<file path="src/rtl/uart_pkg.sv">
// Shared UART types and constants for the receiver, transmitter and register file.
package uart_pkg;

  localparam int OVERSAMPLE = 16;
  localparam int MID_SAMPLE = 8;

  typedef enum logic [2:0] {
    IDLE     = 3'd0,
    START    = 3'd1,
    DATA     = 3'd2,
    PARITY   = 3'd3,
    STOP     = 3'd4,
    BRK_WAIT = 3'd5
  } rx_state_t;

  // Line control register layout, MSB first (dlab is LCR[7]).
  typedef struct packed {
    logic       dlab;
    logic       brk;
    logic       stick;
    logic       eps;
    logic       pen;
    logic       stb;
    logic [1:0] wls;
  } lcr_t;

  // Parity bit the line should carry, given the XOR of the data bits.
  function automatic logic parity_expect(input logic data_xor, input logic eps,
                                         input logic stick);
    if (stick) return ~eps;
    return eps ? data_xor : ~data_xor;
  endfunction

endpackage

</file>
<file path="src/rtl/sync_ff.sv">
// N-stage synchronizer with a parameterized reset value; also used for modem status lines.
module sync_ff #(
  parameter int               STAGES  = 2,
  parameter int               WIDTH   = 1,
  parameter logic [WIDTH-1:0] RST_VAL = '0
) (
  input  logic             clk,
  input  logic             reset,
  input  logic [WIDTH-1:0] d,
  output logic [WIDTH-1:0] q
);

  logic [STAGES-1:0][WIDTH-1:0] stg;

  always_ff @(posedge clk) begin
    if (!reset) stg <= {STAGES{RST_VAL}};
    else        stg <= {stg[STAGES-2:0], d};
  end

  assign q = stg[STAGES-1];

endmodule

</file>
<file path="src/rtl/uart_rx_core.sv">
// 16x-oversampled serial receiver with parity, framing and break detection.
module uart_rx_core
  import uart_pkg::*;
#(
  parameter int DATA_WIDTH  = 8,
  parameter int SYNC_STAGES = 2
) (
  input  logic                  clk,
  input  logic                  reset,
  input  logic                  sample_tick,
  input  logic                  rxd,
  input  logic                  rx_enable,
  input  logic [1:0]            wls,
  input  logic                  pen,
  input  logic                  eps,
  input  logic                  stick,
  output logic [DATA_WIDTH-1:0] rx_data,
  output logic                  rx_valid,
  output logic                  parity_err,
  output logic                  framing_err,
  output logic                  break_int,
  output logic                  rx_active
);

  logic rxd_s;

  sync_ff #(.STAGES(SYNC_STAGES), .WIDTH(1), .RST_VAL(1'b1)) u_sync (
    .clk   (clk),
    .reset (reset),
    .d     (rxd),
    .q     (rxd_s)
  );

  rx_state_t             state_q, state_d;
  logic [3:0]            tcnt_q, tcnt_d;
  logic [2:0]            bcnt_q, bcnt_d;
  logic [DATA_WIDTH-1:0] shreg_q, shreg_d;
  logic [1:0]            wls_q, wls_d;
  logic                  pen_q, pen_d, eps_q, eps_d, stick_q, stick_d;
  logic                  pbit_q, pbit_d, perr_q, perr_d;
  logic                  load_out, fe_d, brk_d;
  logic                  last_bit, tick_wrap;

  // Last data bit index is N-1 = 4 + wls.
  assign last_bit  = (bcnt_q == {1'b1, wls_q});
  assign tick_wrap = (tcnt_q == 4'(OVERSAMPLE - 1));

  always_comb begin
    state_d  = state_q;
    tcnt_d   = tcnt_q;
    bcnt_d   = bcnt_q;
    shreg_d  = shreg_q;
    wls_d    = wls_q;
    pen_d    = pen_q;
    eps_d    = eps_q;
    stick_d  = stick_q;
    pbit_d   = pbit_q;
    perr_d   = perr_q;
    load_out = 1'b0;
    fe_d     = 1'b0;
    brk_d    = 1'b0;

    if (!rx_enable) begin
      state_d = IDLE;
      tcnt_d  = '0;
      bcnt_d  = '0;
    end else if (sample_tick) begin
      case (state_q)
        IDLE: if (!rxd_s) begin
          state_d = START;
          tcnt_d  = '0;
          bcnt_d  = '0;
          shreg_d = '0;
          pbit_d  = 1'b0;
          perr_d  = 1'b0;
          wls_d   = wls;
          pen_d   = pen;
          eps_d   = eps;
          stick_d = stick;
        end
        START: begin
          tcnt_d = tcnt_q + 4'd1;
          if (tcnt_q == 4'(MID_SAMPLE - 1)) begin
            state_d = rxd_s ? IDLE : DATA;
            tcnt_d  = '0;
            bcnt_d  = '0;
          end
        end
        DATA: begin
          tcnt_d = tcnt_q + 4'd1;
          if (tick_wrap) begin
            shreg_d[bcnt_q] = rxd_s;
            bcnt_d          = bcnt_q + 3'd1;
            if (last_bit) begin
              state_d = pen_q ? PARITY : STOP;
              bcnt_d  = '0;
            end
          end
        end
        PARITY: begin
          tcnt_d = tcnt_q + 4'd1;
          if (tick_wrap) begin
            pbit_d  = rxd_s;
            perr_d  = rxd_s != parity_expect(^shreg_q, eps_q, stick_q);
            state_d = STOP;
          end
        end
        STOP: begin
          tcnt_d = tcnt_q + 4'd1;
          if (tick_wrap) begin
            load_out = 1'b1;
            fe_d     = ~rxd_s;
            brk_d    = ~rxd_s & ~(|shreg_q) & ~(pen_q & pbit_q);
            // A held break parks in BRK_WAIT; a plain framing error resyncs from IDLE.
            state_d  = brk_d ? BRK_WAIT : IDLE;
            tcnt_d   = '0;
          end
        end
        BRK_WAIT: if (rxd_s) state_d = IDLE;
        default:  state_d = IDLE;
      endcase
    end
  end

  always_ff @(posedge clk) begin
    if (!reset) begin
      state_q     <= IDLE;
      tcnt_q      <= '0;
      bcnt_q      <= '0;
      shreg_q     <= '0;
      wls_q       <= '0;
      pen_q       <= 1'b0;
      eps_q       <= 1'b0;
      stick_q     <= 1'b0;
      pbit_q      <= 1'b0;
      perr_q      <= 1'b0;
      rx_data     <= '0;
      rx_valid    <= 1'b0;
      parity_err  <= 1'b0;
      framing_err <= 1'b0;
      break_int   <= 1'b0;
      rx_active   <= 1'b0;
    end else begin
      state_q   <= state_d;
      tcnt_q    <= tcnt_d;
      bcnt_q    <= bcnt_d;
      shreg_q   <= shreg_d;
      wls_q     <= wls_d;
      pen_q     <= pen_d;
      eps_q     <= eps_d;
      stick_q   <= stick_d;
      pbit_q    <= pbit_d;
      perr_q    <= perr_d;
      rx_valid  <= load_out;
      rx_active <= (state_d != IDLE);
      if (load_out) begin
        rx_data     <= shreg_q;
        parity_err  <= perr_q;
        framing_err <= fe_d;
        break_int   <= brk_d;
      end
    end
  end

endmodule

</file>
<file path="config.mk">
export PLATFORM = sky130hd
export DESIGN_NAME = uart_rx_core
export DESIGN_NICKNAME = d
export VERILOG_FILES = /design/src/rtl/uart_pkg.sv /design/src/rtl/sync_ff.sv /design/src/rtl/uart_rx_core.sv
export SDC_FILE = /design/constraint.sdc
export NUM_CORES = 1
export LEC_CHECK = 0
export ABC_CLOCK_PERIOD_IN_PS = 4800
export BUFFER_PORTS_ARGS = -buffer_cell sky130_fd_sc_hd__buf_2
export CORE_MARGIN = 2
export CORE_UTILIZATION = 30
export DETAILED_ROUTE_END_ITERATION = 16
export PLACE_DENSITY = 0.5
export SYNTH_ARGS = -nofsm -noshare
export SYNTH_HDL_FRONTEND = slang
export SYNTH_SLANG_ARGS = --single-unit
</file>
<file path="constraint.sdc">
create_clock -name clk -period 4.8 [get_ports clk]
set_input_delay 0.96 -clock clk [delete_from_list [all_inputs] [get_ports clk]]
set_output_delay 0.96 -clock clk [all_outputs]
set_load 0.005 [all_outputs]
</file>
==> results of run 1 <==
## cell usage after synthesis (2+ instances only)
| cell type | n | area share [%] |
|---|---|---|
| dfxtp_1 | 40 | 37 |
| nor2_1 | 40 | 7.0 |
| a21oi_1 | 22 | 5.2 |
| nand2_1 | 19 | 3.3 |
| inv_1 | 14 | 2.5 |
| o21ai_0 | 10 | 2.3 |
| buf_2 | 8 | 1.9 |
| mux2i_1 | 7 | 3.3 |
| nand3_1 | 7 | 1.6 |
| xnor2_1 | 7 | 2.9 |
| clkbuf_1 | 6 | 1.1 |
| ha_1 | 6 | 3.5 |
| nand2b_1 | 5 | 1.5 |
| nand4_1 | 5 | 1.5 |
| nor2b_1 | 5 | 1.5 |
| nor3_1 | 5 | 1.2 |
| o22ai_1 | 5 | 1.5 |
| a211oi_1 | 4 | 1.4 |
| and3_1 | 4 | 1.2 |
| a21o_1 | 3 | 1.1 |
| a31oi_1 | 3 | 0.88 |
| buf_4 | 3 | 1.1 |
| nor3b_1 | 3 | 1.1 |
| a31o_2 | 2 | 0.82 |
| nand3b_1 | 2 | 0.70 |
| o21bai_1 | 2 | 0.70 |
| or3_1 | 2 | 0.59 |
## cell families after synthesis
group	count (synthesis)	synth area share, %
AOI/OAI and AO/OA	60	18.4
xor gates and xnor gates	8	3.28
adders and majority gates	6	3.51
buffers and inverters	32	6.97
DFF	40	37.5
muxes	7	3.28
and+or+nand+nor	110	27.1
## per-layer routing
metal,vias up,track usage [%],share of wire (%)
li1,932,-,-
met1,845,18.8,49
met2,43,20.7,45
met3,13,2.80,3.4
met4,0,7.71,2.7
met5,-,0,0
## state kept, by name, indices dropped and copies added (netlist names)
name,count
framing_err,1
rx_active,1
u_sync.stg,1
wls_q,2
pen_q,1
stick_q,1
rx_valid,1
pbit_q,1
eps_q,1
rx_data,8
parity_err,1
state_q,3
bcnt_q,3
break_int,1
u_sync.q,1
shreg_q,8
perr_q,1
tcnt_q,4
## critical path, stage by stage, from the launching register on
cell	delay (ns)
dfxtp_1	0.38
ha_1	0.34
and3_1	0.35
nand4_1	0.69
mux2i_1	0.37
nor2_1	0.06
## worst paths after layout
path                                 start                      to  slack, ns  cells after the start
hold / removal    u_sync.stg[0]$_SDFF_PN1_     u_sync.q$_SDFF_PN1_       0.41                      1
setup / recovery    tcnt_q[0]$_SDFFE_PN0P_  break_int$_SDFFE_PN0P_       2.48                      5
hold reg to reg   u_sync.stg[0]$_SDFF_PN1_     u_sync.q$_SDFF_PN1_       0.41                      1
setup reg to reg    tcnt_q[0]$_SDFFE_PN0P_  break_int$_SDFFE_PN0P_       2.48                      5
## per-stage QoR
step | setup slack, ns | total power, mW | utilization, % | area (um^2)
2_1_floorplan | 2.83 | 0.365 | - | 2140
6_report | 2.48 | 0.580 | 34.4 | 2350
3_3_place_gp | 2.36 | 0.374 | 33.2 | 2270
5_1_grt | 2.13 | 0.607 | 34.4 | 2350
3_5_place_dp | 2.35 | 0.374 | 33.2 | 2270
4_1_cts | 2.45 | 0.589 | 34.4 | 2350
## report_power, final
group	total [mW]	switching [mW]	internal, mW	leakage, nW
Combinational	0.0289	0.0182	0.0108	0.518
Sequential	0.337	0.00361	0.333	0.323
Clock	0.214	0.116	0.0983	0.0400
## area by class of cell
cell class / instances / area, um^2
Clock buffer: 5 / 68.8
Clock inverter: 2 / 12.5
Fill cell: 746 / 4480
Inverter: 14 / 52.6
Multi-Input combinational cell: 191 / 1190
Sequential cell: 40 / 801
Tap cell: 96 / 120
Timing Repair Buffer: 22 / 110
==> results, run 1 <==
- The run finished with clean final reports.
- The timing-limited maximum frequency is 431 MHz.
- The layout net count is 290.
- The floorplan step set the die height to 88.4 um.
- The total setup buffers inserted after CTS is 0.
- For this run, the register share of the synthesized area comes to 37.5%.
- The via count normalized by instance count is 4.95.
- After synthesis, the share of flip-flops with an asynchronous set or reset is 0%.
- The Yosys step of the flow raised 0 warnings.
- The remaining design rule violation count is 0.
- The final period demand of the worst path is 2.32 ns.
- At the pin with the least slew margin, the transition time is 0.816 ns.
- The number of antenna violations at the first check in global routing is 0.
- Synthesis instantiated 51 different standard cells from the library.
- Summed over all layers, the global routing overflow is 0.
- The core outline area is 6830 um^2.
- The routability congestion estimate from global placement is 0.819.
- The net count after synthesis is 279.
- Hold timing on the final database bottoms out at a slack of 0.411 ns.
- The worst-skew pair later-pin latency is 0.29 ns.
- After legalization and detailed placement, the total HPWL measured 3.60 mm.
- Counting flops with a built-in enable in the synthesized netlist gives 0.
- The initial cell density of the core is 31.3%.
- 0 antenna diodes ended up in the layout.
- The floorplan step defined a die boundary enclosing 7810 um^2.
- The number of hold-slack violations in the final timing report was 0.
- In the synthesized netlist, the number of instances is 263.
- In this run the core area contains 30 standard-cell rows.
- The remaining antenna violation count is 0.
- The count of pins on the block boundary is 23.
- In this run the horizontal extent of the chip is 88.4 um.
- The clock slew at the register clock pins of the worst setup and hold paths is 0.08 ns.
- The first detailed-routing pass took 4 iterations.
- In the layout the commonest cells are nor2_1 (40), dfxtp_1 (40), a21oi_1 (22), buf_2 (22), nand2_1 (19).
- After detailed routing, the average wire length per cell comes to 13.5 um.
- The path class of the tightest hold or removal check is reg -> reg.
- The peak fanout along the critical path is 21.
- The final instance count without filler cells is 370.
- The leading register cell type out of synthesis is dfxtp_1.
- Setup repair after global routing left no endpoint under its margin.
- In this run the cell area of the synthesized design comes to 2140 um^2.
- The relative area change from synthesis to final layout is 10.1%.
- The cell count after placement is 363.
- After the first detailed-routing iteration, the DRC count stood at 47.
- The wire length of the first global-routing pass is 8.45 mm.
- The analysis attributes to cell leakage a power of 0.881 nW.
- After detailed routing, the total wire length is 4.99 mm.
- The final total negative setup slack is 0 ns.
- The worst setup path is launched from a flip-flop.
- Measured against its own limit, the worst slew margin works out to 45.4%.
- The count of state elements after synthesis is 40.
- The critical path is of the reg -> reg type.
- The worst-case IR drop observed on VDD is 0.0000849 V.
- The number of global-route vias before repair came to 1732.
- The number of cells upsized or downsized after cts is 0.
- Of the available clock period, the critical path in the final layout requires 48.3%.
- For this design, the sink count on the clock tree is 40.
- The CTS buffer count is 5.
- The total power density per cell area is 247 nW/um^2.
- The root buffer cell chosen for the clock tree is clkbuf_8.
- The CTS tree is built.
- For the worst setup path, the data arrival time is 2.48 ns.
- The maximum number of pins on one net before global-route repair is 24.
- The element type at the critical path end is a flip-flop.
- The number of levels in the clock H-tree is 2.
- The number of vias after detailed routing is 1833.
- In the global route stage, overall resource usage came out at 13.9%.
- Averaged over all synthesized cells, the footprint is 8.12 um^2.
- Counting along the longest clock path gives a buffer depth of 2.
- The count of pins over their slew limit came to 0.
- The worst path required time is 4.96 ns.
- The number of violations of the max-capacitance limit is 0.
- The hold buffer count at CTS is 0.
- The final count of negative-setup-slack endpoints is 0.
- The fraction of final layout cells sized beyond drive strength 1 is 15.3%.
- Input and output buffers added on the ports amount to 22.
- The worst clock skew is 0.00410 ns.
(Power assumes the default switching activity.)
==> inputs of run 2 (changes only) <==
Settings changed: ABC_AREA set to 1, ABC_CLOCK_PERIOD_IN_PS 4800 to 2300.
Clock period 4.8 ns to 2.3 ns, I/O delays scaled along.
==> run 2 against run 1 <==
  * First-iteration DRC count up 89%
  * Synthesized cell count up 15%
  * Utilization up 1.3 points
  * Sequential cell count unchanged
  * Sequential share of layout area down 1.2 points
  * Critical path type unchanged
==> results, run 2 <==
- The worst path required time is 2.52 ns (was 4.96 ns).
- The routed wirelength normalized by instance count is 11.5 um (was 13.5 um).
- The count of pins on the block boundary is 23 (unchanged).
- The worst hold slack across all endpoints is 0.363 ns (was 0.411 ns).
- The number of antenna violations at the first check in global routing is 0 (unchanged).
- The total of warnings raised by yosys is 0 (unchanged).
- The height of the die is 88.3 um (was 88.4 um).
- The initial cell density of the core is 31.2% (was 31.3%).
- The distinct cell type count of the synthesized netlist is 30 (was 51).
- RSZ-0062 raised after global routing: false (unchanged).
- The remaining antenna violation count came to 0 (unchanged).
- The number of cells upsized or downsized after cts is 0 (unchanged).
- The cell area after placement came to 2330 um^2 (was 2270 um^2).
- The antenna diode count is 0 (unchanged).
- The final period demand of the worst path is 1.82 ns (was 2.32 ns).
- The final instance count without filler cells is 422 (was 370).
- The leakage power total came to 1.07 nW (was 0.881 nW).
- The cell with the largest stage delay on the worst path is dfxtp_1 (was nand4_1).
- The most common library cell in the layout ignoring fill and taps is nand2_1.
- The number of synthesized flops with an enable pin came to 0 (unchanged).
- Most frequent cells after synthesis: nand2_1 (52), dfxtp_1 (40), inv_1 (36) (was dfxtp_1 (40), nor2_1 (40), a21oi_1 (22)).
- The horizontal extent of the die came to 88.3 um (was 88.4 um).
- The count of state elements after synthesis is 40 (unchanged).
- The stage delay of the slowest cell on the critical path came to 0.36 ns (was 0.69 ns).
- The number of levels in the clock H-tree is 2 (unchanged).
- The routability congestion estimate from global placement was 0.884 (was 0.819).
- The relative area change from synthesis to final layout came to 14.5% (was 10.1%).
- The share of synthesized flip-flops with an asynchronous set or reset is 0% (unchanged).
- The cell count after placement came to 414 (was 363).
- The final worst-path cycle share came to 79.1% (was 48.3%).
- The library cell used as clock root buffer is clkbuf_8 (unchanged).
- The portion of synthesized cell area occupied by the leading cell type is 37.6% (was 37.5%).
- The wire length of the first global-routing pass is 8.54 mm (was 8.45 mm).
- The total wire length was 4.86 mm (was 4.99 mm).
- The peak fanout along the critical path is 6 (was 21).
- Result of the run: complete, no violations (unchanged).
- The CTS buffer count is 5 (unchanged).
- The clock slew at the register clock pins of the worst setup and hold paths is 0.09 ns (was 0.08 ns).
- The normalized max-slew margin is 73.2% (was 45.4%).
- The number of standard cells after synthesis is 303 (was 263).
- The layout net count was 341 (was 290).
- Among all cell types in the netlist, the one instantiated most often is nand2_1.
- The post-route cell area is 2440 um^2 (was 2350 um^2).
- The timing-limited maximum frequency is 550 MHz (was 431 MHz).
- The total clock sinks came to 40 (unchanged).
- The net count after synthesis is 319 (was 279).
- The number of vias after detailed routing came to 1941 (was 1833).
- The register area share after synthesis is 37.6% (was 37.5%).
- Biggest regs: rx_data: 8 flops, shreg_q: 8 flops, tcnt_q: 4 flops (unchanged).
- The setup slack after placement was 0.477 ns (was 2.35 ns).
- The total power density per cell area is 572 nW/um^2 (was 247 nW/um^2).
- The total setup buffers inserted after CTS is 0 (unchanged).
- The CTS tree is built (unchanged).
- The number of global-route vias before repair is 1870 (was 1732).
- The worst clock skew is 0.0144 ns (was 0.00410 ns).
- The core outline area came to 6830 um^2 (unchanged).
- The critical path class is reg -> reg (unchanged).
- The hold buffer count at CTS is 0 (unchanged).
- The fraction of final layout cells sized beyond drive strength 1 is 16.6% (was 15.3%).
- The area of the mapped netlist is 2130 um^2 (was 2140 um^2).
- The post-layout worst setup margin is 0.481 ns (was 2.48 ns).
- The final total negative setup slack came to 0 ns (unchanged).
- The remaining design rule violation count is 0 (unchanged).
- The count of pins over their slew limit is 0 (unchanged).
- The nature of the critical path startpoint is a flip-flop (unchanged).
- The element type at the critical path end is a flip-flop (unchanged).
- The buffers plus inverters on the worst setup path is 1 (was 0).
- Synth area leaders: dfxtp_1 (38%), nand2_1 (9.2%), nand3_1 (8.2%), a21oi_1 (7.5%), inv_1 (6.3%) (was dfxtp_1 (37%), nor2_1 (7.0%), a21oi_1 (5.2%), ha_1 (3.5%), nand2_1 (3.3%)).
- The family with the most delay on the worst path is simple AND/OR/NAND/NOR gates (unchanged).
- The quantity of I/O buffers inserted on ports is 22 (unchanged).
- The maximum count of clock buffers along a single path is 2 (unchanged).
- The all-layer global routing usage is 14.0% (was 13.9%).
- The slew at the pin closest to its max-slew limit is 0.400 ns (was 0.816 ns).
- The mean post-synth cell area was 7.03 um^2 (was 8.12 um^2).
- The worst-skew pair later-pin latency is 0.30 ns (was 0.29 ns).
- The number of placement rows is 30 (unchanged).
- The total overflow reported by the global router is 0 (unchanged).
- The final count of negative-setup-slack endpoints was 0 (unchanged).
- The iteration count of the initial detailed-routing pass is 4 (unchanged).
- The number of violations of the max-capacitance limit is 0 (unchanged).
- The kind of path behind the tightest hold check is in -> reg (was reg -> reg).
- The leading register cell type out of synthesis is dfxtp_1 (unchanged).
- The via count normalized by instance count was 4.60 (was 4.95).
- The violation count after the first detailed-routing iteration was 89 (was 47).
- The worst path arrival time is 2.04 ns (was 2.48 ns).
- Among the stages of the critical path, the cell type that occurs most often is nand3_1.
- The final core utilization is 35.7% (was 34.4%).
- Commonest cells after routing, fill and taps aside: nand2_1 (52), dfxtp_1 (40), inv_1 (36) (was nor2_1 (40), dfxtp_1 (40), a21oi_1 (22), buf_2 (22), nand2_1 (19)).
- The maximum vdd ir drop is 0.000312 V (was 0.0000849 V).
- The number of hold-slack violations in the final timing report is 0 (unchanged).
- The maximum number of pins on one net before global-route repair is 23 (was 24).
- The floorplan die area is 7790 um^2 (was 7810 um^2).
- The post-synthesis cell type with the largest combined area was dfxtp_1 (unchanged).
- Cells traversed along the worst timing path: ha_1 -> nand3_1 -> inv_1 -> nand2_1 -> o21ai_0 -> nand2_2 -> nor2_1 -> nand3_1 -> a21oi_1 (was ha_1 -> and3_1 -> nand4_1 -> mux2i_1 -> nor2_1).
- The total chip power came to 1.40 mW (was 580 uW).
- The post-detailed-placement half-perimeter wirelength is 3.73 mm (was 3.60 mm).
run 2: path summary, 6_finish.rpt:
check / from / endpoint / slack, ns / cells past startpoint
setup / recovery: tcnt_q[0]$_SDFFE_PN0P_ / perr_q$_SDFFE_PN0P_ / 0.48 / 9
hold / removal: rxd / u_sync.stg[0]$_SDFF_PN1_ / 0.36 / 2
setup reg to reg: tcnt_q[0]$_SDFFE_PN0P_ / perr_q$_SDFFE_PN0P_ / 0.48 / 9
hold reg to reg: u_sync.stg[0]$_SDFF_PN1_ / u_sync.q$_SDFF_PN1_ / 0.42 / 1
run 2: metal layers:
metal	GRT usage [%]	share of wire, %
met1	19.4	50
met2	21.5	45
met3	2.52	3.1
met4	5.92	1.7
met5	0	0
run 2: layout make-up:
type	count	area [um^2]
Fill cell	762	4390
Multi-Input combinational cell	214	1130
Sequential cell	40	801
Inverter	39	146
Timing Repair Buffer	25	133
Tap cell	96	120
Clock buffer	6	72.6
Clock inverter	2	35.0
run 2: where the power goes:
part	leakage (nW)	internal (mW)	switching (mW)	total [mW]
Clock	0.0552	0.322	0.254	0.576
Combinational	0.691	0.0368	0.0729	0.110
Sequential	0.323	0.700	0.0107	0.711
Total	1.07	1.06	0.337	1.40
run 2: kinds of logic after synthesis:
logic type,count (synthesis),share of synthesized area [%]
AO/OA/AOI/OAI,56,13.5
XOR/XNOR,5,2.06
adder cells (fa/ha/maj),6,3.52
buffers and inverters,49,9.28
flip-flops,40,37.6
AND/OR/NAND/NOR,147,34.1
